### config.mk
export PLATFORM = sky130hd
export DESIGN_NAME = ps16_bus_cycle
export DESIGN_NICKNAME = d
export VERILOG_FILES = /design/src/rtl/ps16_bus_cycle.sv
export SDC_FILE = /design/constraint.sdc
export NUM_CORES = 1
export LEC_CHECK = 0
export CORE_MARGIN = 2
export CORE_UTILIZATION = 47
export CTS_CLUSTER_SIZE = 16
export DETAILED_ROUTE_END_ITERATION = 10
export GPL_ROUTABILITY_DRIVEN = 0
export HOLD_SLACK_MARGIN = 0.08
export PLACE_DENSITY_LB_ADDON = 0.12
export SETUP_SLACK_MARGIN = 0.1
export SLEW_MARGIN = 20
export SYNTH_ARGS = -nofsm -noshare
export SYNTH_HDL_FRONTEND = slang
export SYNTH_SLANG_ARGS = --single-unit
### constraint.sdc
create_clock -name sys_clk -period 2.6 [get_ports sys_clk]
set_clock_uncertainty 0.1 [all_clocks]
set_input_delay 0.26 -clock sys_clk [delete_from_list [all_inputs] [get_ports sys_clk]]
set_output_delay 0.26 -clock sys_clk [all_outputs]
set_load 0.01 [all_outputs]
### src/rtl/ps16_bus_cycle.sv
// ps16_bus_cycle: Amiga-side 68000 asynchronous bus cycle engine for PiStorm16.
// Takes a latched request from the Pi register interface and runs one (or, for
// long transfers, two back-to-back) 68000 word cycles on the 7 MHz bus.
//
// Ports:
//   sys_clk, sys_rst            system clock, synchronous active-high reset
//   mc_clk_rising/_falling      one-sys_clk strobes marking CLK_7M edges
//   dtack_sync, berr_n_sync     synchronized nDTACK / nBERR (active low)
//   is_bm                       bus ownership; gates new starts only
//   req_start, req_*            request pulse and payload
//   d_in                        Amiga data bus input
//   req_active, req_terminated_normally, req_data_read   status / result
//   a_out, fc_out, d_out, rw_out, uds_n, lds_n           bus levels
//   abus_drive, dbus_drive, rw_drive, as_drive, ds_drive bus output enables
//
// Optional feature: define PS16_BUS_TIMEOUT_EN to abort a cycle after
// TIMEOUT_CLKS wait clocks (same outcome as BERR).
module ps16_bus_cycle #(
  parameter int unsigned TIMEOUT_CLKS = 255
) (
  input  logic        sys_clk,
  input  logic        sys_rst,
  input  logic        mc_clk_rising,
  input  logic        mc_clk_falling,
  input  logic        dtack_sync,
  input  logic        berr_n_sync,
  input  logic        is_bm,
  input  logic        req_start,
  input  logic [23:0] req_address,
  input  logic [2:0]  req_fc,
  input  logic        req_rw,
  input  logic [1:0]  req_size,
  input  logic [31:0] req_data_write,
  input  logic [15:0] d_in,
  output logic        req_active,
  output logic        req_terminated_normally,
  output logic [31:0] req_data_read,
  output logic [22:0] a_out,
  output logic [2:0]  fc_out,
  output logic [15:0] d_out,
  output logic        abus_drive,
  output logic        dbus_drive,
  output logic        rw_out,
  output logic        rw_drive,
  output logic        as_drive,
  output logic        ds_drive,
  output logic        uds_n,
  output logic        lds_n
);

  localparam int unsigned AW = 24;
  localparam int unsigned BW = 16;
  localparam int unsigned RW = 32;

  typedef enum logic [3:0] {
    ST_IDLE, ST_ARM, ST_S0, ST_S1, ST_S2, ST_S3, ST_S4, ST_S5, ST_S6, ST_S7, ST_WAIT
  } state_t;

  state_t          state_q, state_d;
  logic [AW-1:0]   addr_q, addr_d;
  logic [2:0]      fc_q, fc_d;
  logic            rw_q, rw_d;
  logic [1:0]      size_q, size_d;
  logic [RW-1:0]   wdata_q, wdata_d;
  logic            widx_q, widx_d;

  logic            active_d, normal_d;
  logic [RW-1:0]   rdata_d;
  logic [AW-2:0]   a_d;
  logic [2:0]      fco_d;
  logic [BW-1:0]   do_d;
  logic            abus_d, dbus_d, rwo_d, rwdrv_d, as_d, ds_d, uds_d, lds_d;
  logic            abort;

`ifdef PS16_BUS_TIMEOUT_EN
  localparam int unsigned CNT_W = (TIMEOUT_CLKS < 256) ? 8 : $clog2(TIMEOUT_CLKS + 1);
  logic [CNT_W-1:0] cnt_q, cnt_d;
`else
  logic [31:0] unused_timeout;
  assign unused_timeout = 32'(TIMEOUT_CLKS);
`endif

  // Request decode: size 3 behaves as word.
  logic          is_byte, is_long, uds_sel_n, lds_sel_n;
  logic [BW-1:0] wr_word;
  logic [RW-1:0] rd_merge;

  assign is_byte   = (size_q == 2'd0);
  assign is_long   = (size_q == 2'd2);
  // Byte at even address uses UDS (D15..D8), odd address uses LDS (D7..D0).
  assign uds_sel_n = is_byte & addr_q[0];
  assign lds_sel_n = is_byte & ~addr_q[0];
  assign wr_word   = is_byte ? {wdata_q[7:0], wdata_q[7:0]} :
                     (is_long && !widx_q) ? wdata_q[31:16] : wdata_q[15:0];
  assign rd_merge  = is_byte ? {24'h0, (addr_q[0] ? d_in[7:0] : d_in[15:8])} :
                     is_long ? (widx_q ? {req_data_read[31:16], d_in}
                                       : {d_in, req_data_read[15:0]}) :
                               {16'h0, d_in};

  // Next-state and next-output logic.
  always_comb begin
    state_d  = state_q;
    addr_d   = addr_q;
    fc_d     = fc_q;
    rw_d     = rw_q;
    size_d   = size_q;
    wdata_d  = wdata_q;
    widx_d   = widx_q;
    active_d = req_active;
    normal_d = req_terminated_normally;
    rdata_d  = req_data_read;
    a_d      = a_out;
    fco_d    = fc_out;
    do_d     = d_out;
    abus_d   = abus_drive;
    dbus_d   = dbus_drive;
    rwo_d    = rw_out;
    rwdrv_d  = rw_drive;
    as_d     = as_drive;
    ds_d     = ds_drive;
    uds_d    = uds_n;
    lds_d    = lds_n;
    abort    = 1'b0;
`ifdef PS16_BUS_TIMEOUT_EN
    cnt_d    = cnt_q;
`endif

    case (state_q)
      ST_IDLE: begin
        // Idle owns nothing; this also completes the release after an abort.
        abus_d  = 1'b0;
        dbus_d  = 1'b0;
        rwdrv_d = 1'b0;
        as_d    = 1'b0;
        ds_d    = 1'b0;
        rwo_d   = 1'b1;
        uds_d   = 1'b1;
        lds_d   = 1'b1;
        if (req_start && is_bm) begin
          addr_d   = req_address;
          fc_d     = req_fc;
          rw_d     = req_rw;
          size_d   = req_size;
          wdata_d  = req_data_write;
          widx_d   = 1'b0;
          active_d = 1'b1;
          state_d  = ST_ARM;
        end
      end
      ST_ARM: begin
        if (mc_clk_rising) begin
          fco_d   = fc_q;
          rwo_d   = rw_q;
          abus_d  = 1'b1;
          rwdrv_d = 1'b1;
`ifdef PS16_BUS_TIMEOUT_EN
          cnt_d   = '0;
`endif
          state_d = ST_S0;
        end
      end
      ST_S0: begin
        if (mc_clk_falling) begin
          a_d     = addr_q[AW-1:1];
          state_d = ST_S1;
        end
      end
      ST_S1: begin
        if (mc_clk_rising) begin
          as_d = 1'b1;
          if (rw_q) begin
            ds_d  = 1'b1;
            uds_d = uds_sel_n;
            lds_d = lds_sel_n;
          end
          state_d = ST_S2;
        end
      end
      ST_S2: begin
        if (mc_clk_falling) begin
          if (!rw_q) begin
            dbus_d = 1'b1;
            do_d   = wr_word;
          end
          state_d = ST_S3;
        end
      end
      ST_S3: begin
        if (mc_clk_rising) begin
          if (!rw_q) begin
            ds_d  = 1'b1;
            uds_d = uds_sel_n;
            lds_d = lds_sel_n;
          end
          state_d = ST_S4;
        end
      end
      ST_S4, ST_WAIT: begin
        // BERR takes priority over DTACK.
        if (mc_clk_falling) begin
          if (!berr_n_sync) begin
            abort = 1'b1;
          end else if (!dtack_sync) begin
            state_d = ST_S5;
          end else begin
            state_d = ST_WAIT;
`ifdef PS16_BUS_TIMEOUT_EN
            if (state_q == ST_WAIT) begin
              cnt_d = cnt_q + CNT_W'(1);
              if (cnt_d == CNT_W'(TIMEOUT_CLKS)) abort = 1'b1;
            end
`endif
          end
        end
      end
      ST_S5: begin
        if (mc_clk_rising) state_d = ST_S6;
      end
      ST_S6: begin
        if (mc_clk_falling) begin
          if (rw_q) rdata_d = rd_merge;
          as_d    = 1'b0;
          ds_d    = 1'b0;
          uds_d   = 1'b1;
          lds_d   = 1'b1;
          state_d = ST_S7;
        end
      end
      ST_S7: begin
        if (mc_clk_rising) begin
          dbus_d = 1'b0;
          if (is_long && !widx_q) begin
            addr_d  = addr_q + 24'd2;
            widx_d  = 1'b1;
`ifdef PS16_BUS_TIMEOUT_EN
            cnt_d   = '0;
`endif
            state_d = ST_S0;
          end else begin
            abus_d   = 1'b0;
            rwdrv_d  = 1'b0;
            rwo_d    = 1'b1;
            normal_d = 1'b1;
            active_d = 1'b0;
            state_d  = ST_IDLE;
          end
        end
      end
      default: state_d = ST_IDLE;
    endcase

    // Abnormal end: strobes drop now, remaining drives drop in IDLE.
    if (abort) begin
      as_d     = 1'b0;
      ds_d     = 1'b0;
      uds_d    = 1'b1;
      lds_d    = 1'b1;
      normal_d = 1'b0;
      active_d = 1'b0;
      state_d  = ST_IDLE;
    end
  end

  // State and output registers.
  always_ff @(posedge sys_clk) begin
    if (sys_rst) begin
      state_q                 <= ST_IDLE;
      addr_q                  <= '0;
      fc_q                    <= '0;
      rw_q                    <= 1'b1;
      size_q                  <= '0;
      wdata_q                 <= '0;
      widx_q                  <= 1'b0;
      req_active              <= 1'b0;
      req_terminated_normally <= 1'b1;
      req_data_read           <= '0;
      a_out                   <= '0;
      fc_out                  <= '0;
      d_out                   <= '0;
      abus_drive              <= 1'b0;
      dbus_drive              <= 1'b0;
      rw_out                  <= 1'b1;
      rw_drive                <= 1'b0;
      as_drive                <= 1'b0;
      ds_drive                <= 1'b0;
      uds_n                   <= 1'b1;
      lds_n                   <= 1'b1;
`ifdef PS16_BUS_TIMEOUT_EN
      cnt_q                   <= '0;
`endif
    end else begin
      state_q                 <= state_d;
      addr_q                  <= addr_d;
      fc_q                    <= fc_d;
      rw_q                    <= rw_d;
      size_q                  <= size_d;
      wdata_q                 <= wdata_d;
      widx_q                  <= widx_d;
      req_active              <= active_d;
      req_terminated_normally <= normal_d;
      req_data_read           <= rdata_d;
      a_out                   <= a_d;
      fc_out                  <= fco_d;
      d_out                   <= do_d;
      abus_drive              <= abus_d;
      dbus_drive              <= dbus_d;
      rw_out                  <= rwo_d;
      rw_drive                <= rwdrv_d;
      as_drive                <= as_d;
      ds_drive                <= ds_d;
      uds_n                   <= uds_d;
      lds_n                   <= lds_d;
`ifdef PS16_BUS_TIMEOUT_EN
      cnt_q                   <= cnt_d;
`endif
    end
  end

endmodule

==> impl_results.md <==
* Status: completed
* Fraction of layout cells with a size suffix above 1 at just over 7%
* Worst hold path type: input pin to flip-flop
* Final worst-path cycle share at 88.7%
* Clk sinks at 150
* Fmax achieved at ~0.43 GHz
* First-pass GRT wire length at ~29000 um
* Final min period at roughly 2.3 ns
* TritonRoute pass-1 iters at 6
* Synth cell count leaders: dfxtp_1 (150), nand2_1 (127), nor2_1 (104), a21oi_1 (60), clkbuf_1 (45)
* Wire length reported by the detailed router at between 15000 and 20000 um
* Ranking of synthesized cells by area: dfxtp_1 (47%), nand2_1 (7.5%), nor2_1 (6.1%)
* Drt drc at 0
* # port buffers at 169
* Worst setup margin at 0.293 ns
* FF-to-FF path depth at 5
* Antenna Violating Nets Remaining at 0
* Count leader, synth: dfxtp_1
* Yosys warnings at 0
* Via density at 5.65
* Worst path required time at roughly 2.8 ns
* Slowest stage delay, CP at 0.62 ns
* Unrepaired setup endpoints after global routing: no
* Nets at 1003
* Crit path max fanout at 15
* Post-synthesis sequential area ratio at 47.2%
* Net load switching power at roughly 1.8 mW
* Syn Nets at about 850
* Max-cap violation count at 0
* Final setup vio count at 0
* Crit-path slowest cell: dfxtp_1
* Synth top area share at between 40% and 50%
* H-tree depth at 4
* Total die area at about 14000 sq um
* Part of the power in combinational logic at approximately a fifth
* Post-synthesis register bit count at 150
* Max_slew headroom at between 40% and 50%
* Clock tree root driver cell: clkbuf_16
* Vias in the first global route at roughly 5800
* Total GRT Usage at about a quarter
* Hold slack at between 0.15 and 0.2 ns
* Total clock buffers created by CTS at 17
* Crit path DAT at ~2.5 ns
* Setup TNS at 0 ns
* Initial Util at approximately half
* Worst-Margin Slew at just under 0.9 ns
* Asr flop ratio synth at 0%
* Pre-CTS WS at about 0.18 ns
* Dpl hpwl at approximately 13000 um
* Fin. Hold Viols at 0
* Clk Latency, worst-skew pair at 0.42 ns
* I/O pin count at 170
* Die Y at about 120 um
* Clock buffer depth at 2
* Row count at 42
* Via count at 6248
* Peak VDD IR at 0.000390 V
* Post-synth top area cell: dfxtp_1
* Pwr per Cell Area at just under 700 nW/um^2
* Post-synth cell types at around 60
* Routed len/inst at 16.6 um
* Die width at 120 um
* Worst setup SP type: flip-flop
* Hold path depth at 2
* Starting DRT DRC Count at around 550
* Pleak at 3.19 nW
* ANT cells at 0
* Worst-path clk slew at around 0.06 ns
* Post-synth EDFFs at 0
* Sw Ratio at around 29%
* Initial antenna violation count at 0
* Pins Over Slew Limit at 0
* CP Capture Type: flip-flop
* Internal power at ~4.3 mW
* Largest net degree at the start of global routing at 91
* Cell mode on critical path: nand3_1
* Syn Area/Cell at approximately 8.3 sq um
* CTS tree: built
* Prevailing post-synth register cell: dfxtp_1
* CP Class: flip-flop to flip-flop
* Syn Inst Count at 764
* Global route overflow at 0
* Sequential power share at 43.9%
* Post-Syn Area at between 6000 and 7000 sq um
* Clock power frac at 37.4%
* Core area at ~13000 sq um
* Crit path cell chain: and4bb_2 -> nand3_1 -> nor2_1 -> nand3_1 -> o311ai_0
* Area Overhead vs Synth at 37.5%
==> worst max-delay path: cells and delay by family (launching register included) <==
family	cells	cell delay (ns)
compound gates	1	0.34
flops	1	0.62
simple gates	4	1.12
==> worst paths after layout <==
| kind | start | to | slack (ns) |
|---|---|---|---|
| max reg2reg | state_q[3] | addr_q[18] | 0.29 |
| min | sys_rst | addr_q[1] | 0.19 |
| max | state_q[3] | addr_q[18] | 0.29 |
| min reg2reg | wdata_q[31] | wdata_q[31] | 0.36 |
==> state kept, by name, indices dropped and copies added, names as in the netlist, 2 cells and up <==
name,cells
req_data_read,32
wdata_q,32
addr_q,24
a_out,23
d_out,16
state_q,4
fc_out,3
fc_q,3
size_q,2
==> metal layers <==
layer / part of all wire [%] / global-route usage (%) / wire length (um) / vias up
met4: 2.1 / 9.74 / 385 / 0
met5: 0 / 0 / 0 / -
met1: 44 / 32.6 / 8000 / 2957
met2: 48 / 40.6 / 8830 / 233
li1: - / - / - / 3030
met3: 6.3 / 5.24 / 1170 / 28
==> stage by stage <==
step                      utilization, %  instances  power [mW]  instance area (sq um)
after floorplan                        -        764        3.39                   6370
final                               66.1       1105        6.07                   8750
after global placement              61.9       1073        3.80                   8200
after detailed placement            61.9       1073        3.83                   8200
after global routing                66.1       1105        6.33                   8750
after CTS                           66.1       1105        6.07                   8750
==> power by group through the flow <==
stage	Combinational (mW)	Clock (mW)	Sequential, mW
6_report	1.13	2.27	2.67
2_1_floorplan	0.773	0	2.62
3_5_place_dp	1.12	0	2.71
3_3_place_gp	1.09	0	2.70
4_1_cts	1.13	2.29	2.66
5_1_grt	1.24	2.39	2.69
==> timing repair <==
| action | 4_1_cts | 5_1_grt |
|---|---|---|
| resized for setup | 0 | 2 |
| hold buffers | 0 | 0 |
| endpoints found under the setup margin | 0 | 30 |
| setup buffers | 0 | 0 |
==> layout by cell type (no fill, tap or decap), types with 4 or more instances in the layout <==
cell type and n:
o21ai_1 4, clkinv_2 4, nor3_1 18, a21oi_1 59, buf_4 23, nor2b_1 6, a211oi_1 13, a221oi_1 10
nand2_1 127, clkbuf_8 5, clkdlybuf4s50_1 168, and3_1 4, nor2_1 103, nand3_1 19, nor4b_1 4, dfxtp_1 149
nand4_1 8, nand3b_1 4, clkbuf_16 17, o311ai_1 4, nor4_1 5, mux2i_1 27, xnor2_1 8, o21ai_0 14
nand2b_1 6, inv_1 7, o211ai_1 7, or2_2 6, a311oi_1 9, a22oi_1 25, a31oi_1 10, a221o_1 5
==> layout make-up <==
type,instances,area (sq um)
Fill cell,1128,4490
Multi-Input combinational cell,549,3100
Tap cell,176,220
Timing Repair Buffer,191,1850
Sequential cell,150,3000
Clock inverter,7,45.0
Clock buffer,25,505
Inverter,7,26.3
==> logic make-up after synthesis <==
| family | count (synthesis) | share of synthesized area, % |
|---|---|---|
| compound gates | 186 | 19.6 |
| simple gates | 326 | 23.2 |
| buf+inv | 65 | 4.36 |
| flops | 150 | 47.2 |
| mux | 27 | 4.24 |
| xor+xnor | 9 | 1.24 |
| fa+ha+maj | 1 | 0.196 |
Power figures use the tool's default switching activity.
